## config.mk

```make
export PLATFORM = sky130hd
export DESIGN_NAME = lsu_unit
export DESIGN_NICKNAME = d
export VERILOG_FILES = /design/src/rtl/lsu_unit.sv
export SDC_FILE = /design/constraint.sdc
export NUM_CORES = 1
export LEC_CHECK = 0
export CAP_MARGIN = 20
export CORE_UTILIZATION = 50
export DETAILED_ROUTE_END_ITERATION = 10
export GPL_TIMING_DRIVEN = 0
export PLACE_DENSITY = 0.95
export RECOVER_POWER = 100
export SETUP_SLACK_MARGIN = 0.02
export SLEW_MARGIN = 5
export SYNTH_ARGS = -nofsm -noshare
export SYNTH_HDL_FRONTEND = slang
export SYNTH_SLANG_ARGS = --single-unit
```

## constraint.sdc

```tcl
create_clock -name clk -period 5.89 [get_ports clk]
set_input_delay 1.178 -clock clk [delete_from_list [all_inputs] [get_ports clk]]
set_output_delay 1.178 -clock clk [all_outputs]
set_load 0.02 [all_outputs]
```

## src/rtl/lsu_unit.sv

```systemverilog
// rtl/lsu_unit.sv - load/store unit: lane steering, strobes, extension; LSU_MISALIGNED_EN enables two-beat split
module lsu_unit #(
  parameter int XLEN       = 32,
  parameter int ADDR_WIDTH = 9
) (
  input  logic                                 clk,
  input  logic                                 rst_n,
  input  logic                                 req_valid,
  output logic                                 req_ready,
  input  logic                                 req_store,
  input  logic [2:0]                           req_size,
  input  logic [ADDR_WIDTH-1:0]                req_addr,
  input  logic [XLEN-1:0]                      req_wdata,
  input  logic [4:0]                           req_rd,
  output logic                                 mem_req,
  output logic                                 mem_we,
  output logic [ADDR_WIDTH-$clog2(XLEN/8)-1:0] mem_addr,
  output logic [XLEN/8-1:0]                    mem_wstrb,
  output logic [XLEN-1:0]                      mem_wdata,
  input  logic                                 mem_gnt,
  input  logic                                 mem_rvalid,
  input  logic [XLEN-1:0]                      mem_rdata,
  output logic                                 rsp_valid,
  output logic [XLEN-1:0]                      rsp_data,
  output logic [4:0]                           rsp_rd,
  output logic                                 rsp_err
);
  localparam int NB = XLEN / 8;
  localparam int LB = $clog2(NB);
  localparam int WA = ADDR_WIDTH - LB;

  // data_size_e encoding (funct3-style)
  localparam logic [2:0] SZ_BYTE_S = 3'd0;
  localparam logic [2:0] SZ_HALF_S = 3'd1;
  localparam logic [2:0] SZ_WORD   = 3'd2;
  localparam logic [2:0] SZ_BYTE_U = 3'd4;
  localparam logic [2:0] SZ_HALF_U = 3'd5;

  typedef enum logic [2:0] {IDLE, REQ0, WAIT0, REQ1, WAIT1, RESP} state_e;
  state_e state_q, state_d;

  logic [LB-1:0]   off;
  logic [LB+1:0]   nbytes;
  logic [NB-1:0]   mask;
  logic            size_ok, misaligned, req_err;
  logic [NB-1:0]   strb0;
  logic [XLEN-1:0] data0;
`ifdef LSU_MISALIGNED_EN
  logic [2*NB-1:0]   strb_wide;
  logic [2*XLEN-1:0] data_wide, pair;
  logic [NB-1:0]     strb1, strb1_q;
  logic [XLEN-1:0]   data1, wdata1_q, rdata0_q;
  logic              split_q;
`endif
  logic            store_q, we_q, err_q;
  logic [2:0]      size_q;
  logic [4:0]      rd_q;
  logic [LB-1:0]   off_q;
  logic [WA-1:0]   addr_q;
  logic [NB-1:0]   strb_q;
  logic [XLEN-1:0] wdata_q, rsp_data_q, raw, load_val;

  // Decode size, detect word-boundary crossing and steer store lanes for both beats.
  always_comb begin
    off     = req_addr[LB-1:0];
    size_ok = 1'b1;
    nbytes  = '0;
    mask    = '0;
    case (req_size)
      SZ_BYTE_S, SZ_BYTE_U: begin nbytes = (LB+2)'(1); mask = NB'(1);  end
      SZ_HALF_S, SZ_HALF_U: begin nbytes = (LB+2)'(2); mask = NB'(3);  end
      SZ_WORD:              begin nbytes = (LB+2)'(4); mask = NB'(15); end
      default:              size_ok = 1'b0;
    endcase
    misaligned = ((LB+2)'(off) + nbytes) > (LB+2)'(NB);
`ifdef LSU_MISALIGNED_EN
    strb_wide = {{NB{1'b0}}, mask} << off;
    data_wide = {{XLEN{1'b0}}, req_wdata} << {off, 3'b000};
    strb0     = strb_wide[NB-1:0];
    strb1     = strb_wide[2*NB-1:NB];
    data0     = data_wide[XLEN-1:0];
    data1     = data_wide[2*XLEN-1:XLEN];
    req_err   = !size_ok;
`else
    strb0     = mask << off;
    data0     = req_wdata << {off, 3'b000};
    req_err   = !size_ok || misaligned;
`endif
  end

  // State register; reset abandons any transaction in flight.
  always_ff @(posedge clk or negedge rst_n) begin
    if (!rst_n) state_q <= IDLE;
    else        state_q <= state_d;
  end

  // Next-state: stores skip the wait state, split accesses take a second beat.
  always_comb begin
    state_d = state_q;
    case (state_q)
      IDLE:  if (req_valid) state_d = req_err ? RESP : REQ0;
`ifdef LSU_MISALIGNED_EN
      REQ0:  if (mem_gnt)    state_d = store_q ? (split_q ? REQ1 : RESP) : WAIT0;
      WAIT0: if (mem_rvalid) state_d = split_q ? REQ1 : RESP;
      REQ1:  if (mem_gnt)    state_d = store_q ? RESP : WAIT1;
      WAIT1: if (mem_rvalid) state_d = RESP;
`else
      REQ0:  if (mem_gnt)    state_d = store_q ? RESP : WAIT0;
      WAIT0: if (mem_rvalid) state_d = RESP;
`endif
      RESP:  state_d = IDLE;
      default: state_d = IDLE;
    endcase
  end

  // Latch the request on accept, advance to beat 1, capture load data.
  always_ff @(posedge clk or negedge rst_n) begin
    if (!rst_n) begin
      store_q    <= 1'b0;
      we_q       <= 1'b0;
      err_q      <= 1'b0;
      size_q     <= '0;
      rd_q       <= '0;
      off_q      <= '0;
      addr_q     <= '0;
      strb_q     <= '0;
      wdata_q    <= '0;
      rsp_data_q <= '0;
`ifdef LSU_MISALIGNED_EN
      split_q    <= 1'b0;
      strb1_q    <= '0;
      wdata1_q   <= '0;
      rdata0_q   <= '0;
`endif
    end else begin
      if (state_q == IDLE && req_valid) begin
        store_q    <= req_store;
        we_q       <= req_store;
        err_q      <= req_err;
        size_q     <= req_size;
        rd_q       <= req_rd;
        off_q      <= off;
        addr_q     <= req_addr[ADDR_WIDTH-1:LB];
        strb_q     <= req_store ? strb0 : '0;
        wdata_q    <= req_store ? data0 : '0;
        rsp_data_q <= '0;
`ifdef LSU_MISALIGNED_EN
        split_q    <= misaligned;
        strb1_q    <= req_store ? strb1 : '0;
        wdata1_q   <= req_store ? data1 : '0;
`endif
      end
`ifdef LSU_MISALIGNED_EN
      if (state_q == WAIT0 && mem_rvalid) rdata0_q <= mem_rdata;
      if (state_q != REQ1 && state_d == REQ1) begin
        addr_q  <= addr_q + WA'(1);
        strb_q  <= strb1_q;
        wdata_q <= wdata1_q;
      end
`endif
      if ((state_q == WAIT0 || state_q == WAIT1) && state_d == RESP) rsp_data_q <= load_val;
    end
  end

  // Assemble loaded bytes from one or two beats, then sign/zero extend by size.
  always_comb begin
`ifdef LSU_MISALIGNED_EN
    pair = (state_q == WAIT1) ? {mem_rdata, rdata0_q} : {{XLEN{1'b0}}, mem_rdata};
    raw  = XLEN'(pair >> {off_q, 3'b000});
`else
    raw  = mem_rdata >> {off_q, 3'b000};
`endif
    case (size_q)
      SZ_BYTE_S: load_val = XLEN'($signed(raw[7:0]));
      SZ_HALF_S: load_val = XLEN'($signed(raw[15:0]));
      SZ_WORD:   load_val = XLEN'($signed(raw[31:0]));
      SZ_BYTE_U: load_val = XLEN'(raw[7:0]);
      SZ_HALF_U: load_val = XLEN'(raw[15:0]);
      default:   load_val = '0;
    endcase
  end

  // Outputs: decoded from registered state, memory fields zeroed when idle.
  always_comb begin
    req_ready = (state_q == IDLE);
    mem_req   = (state_q == REQ0) || (state_q == REQ1);
    mem_we    = mem_req && we_q;
    mem_addr  = mem_req ? addr_q  : '0;
    mem_wstrb = mem_req ? strb_q  : '0;
    mem_wdata = mem_req ? wdata_q : '0;
    rsp_valid = (state_q == RESP);
    rsp_err   = rsp_valid && err_q;
    rsp_data  = rsp_valid ? rsp_data_q : '0;
    rsp_rd    = rsp_valid ? rd_q : '0;
  end
endmodule

```

==> impl_summary.md <==
Logic synthesis
Counting flops with a built-in enable in the synthesized netlist gives 0. In this run, distinct cell masters in the synthesized netlist total 50. Summed over its instances, the top area cell type makes up 44.6% of the synthesized netlist area.

The netlist area before placement is 5050 µm². The post-synthesis async set-or-reset flop share is 100%. The most common cell in the synthesized netlist is sky130_fd_sc_hd__nand2_1. Among all flip-flop cells after synthesis, the most frequent one is sky130_fd_sc_hd__dfrtp_1. In the synthesized netlist, the cells that appear most often are sky130_fd_sc_hd__nand2_1, sky130_fd_sc_hd__dfrtp_1, sky130_fd_sc_hd__and2_1. The post-synthesis cell count is 529. The proportion of synthesized chip area in sequential cells is 44.6%.

By area the synthesized netlist is led by sky130_fd_sc_hd__dfrtp_1, sky130_fd_sc_hd__and2_1, sky130_fd_sc_hd__nand2_1, sky130_fd_sc_hd__mux2i_1, sky130_fd_sc_hd__a22o_1. The total nets after synthesis is 619. The Yosys step of the flow raised 0 warnings.

The most area-hungry cell type in the Yosys netlist is sky130_fd_sc_hd__dfrtp_1. The average size of a mapped cell is 9.55 µm². Synthesis inferred 90 register bits.

Setup path
The worst register-to-register path begins at state_q[0]$_DFF_PN0_. The slowest library cell on the worst path is sky130_fd_sc_hd__dlygate4sd3_1. The critical setup path kind is reg -> out. The kind of cell adding the most delay to the critical path is buffers and inverters. The depth of the worst register-to-register path is 6.

The signal on the critical path passes through clkbuf_1 > nor2b_1 > clkbuf_1 > and2_1 > dlygate4sd3_1. For this run, the slowest stage of the critical path takes 0.69 ns. The kind of capture point of the worst setup path is a primary output. STA classifies the critical path startpoint as a flip-flop. The number of buffers and inverters on the critical path is 3. The endpoint identified for the worst register-to-register timing path is wdata_q[16]$_DFFE_PN0P_.

The internal reg-to-reg setup slack is 3.25 ns. The critical path arrival is 2.90 ns. The most prevalent standard cell on the critical path is sky130_fd_sc_hd__clkbuf_1.

In this run the worst path has a maximum fanout of 10. The critical path data required time is 4.71 ns.

CTS
Once the clock tree was built, the resizer swapped 0 gates to a different size. At the later pin of the worst-skew pair, clock insertion delay measures 0.36 ns. Hold repair after CTS inserted 0 buffers.

The clock-pin slew on the worst setup and hold paths is 0.09 ns. The number of sinks handled by clock tree synthesis is 90. The root buffer cell chosen for the clock tree is sky130_fd_sc_hd__clkbuf_8. The number of buffers created by CTS is 9.

The CTS tree is yes. The number of setup buffers added after CTS is 0. The total number of H-tree levels is 3. In this run the deepest clock path goes through 2 buffers.

STA
The clock tree skew after final layout is 0.0111 ns. The post-route fraction of the period consumed by the critical path is 69.2%. Setup repair after global routing left no endpoint under its margin. The relative slew slack is -16.9%. Across all hold checks on the routed design, the worst slack comes to 0.483 ns. The final count of pins violating max slew was 30. The final critical delay including setup and external delays is 4.08 ns.

The slew at the pin closest to its max-slew limit is 1.75 ns. Static timing analysis puts the maximum clock frequency at 245 MHz. The count of final hold-check violations is 0. The setup total negative slack is 0 ns. Setup violations remaining at the end of the flow were counted as 0.

Floorplanning
The floorplan step set the die width to 103 µm. The initialized floorplan defines 36 standard-cell rows. The area of the placeable core is 9770 µm². In this run the vertical extent of the chip is 103 µm. Pin placement for this block handled 172 I/O pins. The area of the die is 10500 µm². Once the floorplan was initialized, standard cells occupied 51.7% of the core.

Global routing
The total routing resource utilization after global routing is 31.1%. The largest net degree at the start of global routing is 62. The first global-routing pass estimated 24.5 mm of wire. The number of antenna violations at the first check in global routing was 1. The total overflow reported by the global router is 0. The number of global-route vias before repair came to 4790.

Final layout
The filler cell count is 757. The area growth from synthesis to final layout is 41.3%. The total number of nets in the final design is 802.

Of the cells placed in the final design, the portion with a size suffix greater than 1 is 5.17%.

Min path
The hold path endpoint is addr_q[6]$_DFFE_PN0P_. The path class of the tightest hold or removal check is reg -> reg. The instance count along the most critical hold path is 2. The critical hold path startpoint is addr_q[6]$_DFFE_PN0P_.

Pwr
VDD sags by at most 0.000194 V. The total power is 0.00269 W. Dividing total power by cell area gives a power density of 376 nW/µm². In this run the static leakage power is 3.46 nW.

Drt
The final wirelength is 15.7 mm. Once detail routing completed, the nets flagged for antenna violations numbered 0. In the final routed layout, each cell accounts on average for 18.5 µm. The remaining routing DRC violations is 0. The first routing iteration left 261 violations. For this run, the detailed router's first-pass iteration total came to 5. The detail-routed via count per cell is 5.68. The total number of vias is 4828.

Placement
The last weighted congestion value of the routability-driven placer is 0.942. Once detailed placement completed, the half-perimeter wirelength came to 12.1 mm. The quantity of I/O buffers inserted on ports is 171.

Run status
The final reports fail on capacitance limit, slew limit. The flow ran to the end, but the final reports show violations.

Flow run
Max-cap violations in this run came to 1.
cells by family (layout without fill, tap and decap cells):
logic type / Yosys count / in the layout / synth area share (%)
DFF: 90 / 90 / 44.6
muxes: 41 / 41 / 8.35
buffers and inverters: 45 / 232 / 4.19
and+or+nand+nor: 239 / 239 / 25.2
adders and majority gates: 3 / 3 / 0.891
other: 0 / 1 / 0
AOI/OAI and AO/OA: 111 / 111 / 16.8
final cells by class:
| cell class | instances | area [µm²] | area share [%] |
|---|---|---|---|
| Antenna cell | 1 | 2.50 | 0.0351 |
| Buffer | 42 | 178 | 2.49 |
| Clock buffer | 9 | 124 | 1.74 |
| Clock inverter | 6 | 115 | 1.61 |
| Inverter | 3 | 11.3 | 0.158 |
| Multi-Input combinational cell | 394 | 2560 | 35.8 |
| Sequential cell | 90 | 2250 | 31.6 |
| Tap cell | 133 | 166 | 2.33 |
| Timing Repair Buffer | 172 | 1730 | 24.3 |
layer usage:
metal	global-route usage (%)	share of wire [%]	wire length, µm
met1	38.1	39	6140
met2	53.5	49	7730
met3	4.54	7.8	1230
met4	16.0	3.9	614
met5	0	0	0
worst max path at each step:
stage	start	to	slack, ns	cells past startpoint
detailed placement	state_q[0]$_DFF_PN0_	mem_wdata[22]	2.28	5
finish	state_q[0]$_DFF_PN0_	mem_wdata[22]	1.81	5
global route	state_q[0]$_DFF_PN0_	mem_wdata[22]	1.66	5
global placement	rst_n	wdata_q[4]$_DFFE_PN0P_	0.50	1
CTS	state_q[0]$_DFF_PN0_	mem_wdata[22]	1.85	5
floorplan	state_q[0]$_DFF_PN0_	mem_wdata[22]	3.20	4
worst min-delay path: stages (launching register included):
cell and delay (ns):
sky130_fd_sc_hd__dfrtp_1 0.35, sky130_fd_sc_hd__nand2_1 0.05, sky130_fd_sc_hd__nand2_1 0.06
cells in the final DEF (no fill, tap or decap), types with 7 or more instances in the layout:
master,instances
sky130_fd_sc_hd__a22o_1,25
sky130_fd_sc_hd__mux2_2,8
sky130_fd_sc_hd__clkbuf_8,9
sky130_fd_sc_hd__o21ai_0,34
sky130_fd_sc_hd__a211o_1,8
sky130_fd_sc_hd__nor2_1,12
sky130_fd_sc_hd__clkdlybuf4s50_1,81
sky130_fd_sc_hd__mux2i_1,32
sky130_fd_sc_hd__and2_1,89
sky130_fd_sc_hd__a221o_1,16
sky130_fd_sc_hd__nand2_1,96
sky130_fd_sc_hd__dfrtp_1,90
sky130_fd_sc_hd__dlygate4sd3_1,89
sky130_fd_sc_hd__nand3_1,7
sky130_fd_sc_hd__nor2b_1,13
sky130_fd_sc_hd__clkbuf_1,36
sky130_fd_sc_hd__a32o_1,8
report_power, final:
group / internal, W / total [W] / leakage, nW / switching (W)
clock network: 0.000282 / 0.000509 / 0.116 / 0.000228
registers: 0.000840 / 0.000968 / 1.20 / 0.000127
logic: 0.000515 / 0.00121 / 2.14 / 0.000695
registers in the layout, indices dropped and copies added, names as in the netlist:
name,flops
rsp_data_q,32
wdata_q,32
addr_q,7
rd_q,5
strb_q,4
size_q,3
state_q,3
off_q,2
err_q,1
we_q,1
through the flow:
step / cell area, µm² / utilization, % / instances / setup WS (ns)
6_report: 7140 / 73.0 / 850 / 1.81
5_1_grt: 7140 / 73.0 / 850 / 1.66
4_1_cts: 7190 / 73.6 / 849 / 1.85
3_5_place_dp: 6960 / 71.2 / 834 / 2.28
3_3_place_gp: 6930 / 70.9 / 833 / 0.498
2_1_floorplan: 5050 / - / 529 / 3.20
Note: power is estimated with default switching activity, not from simulation.
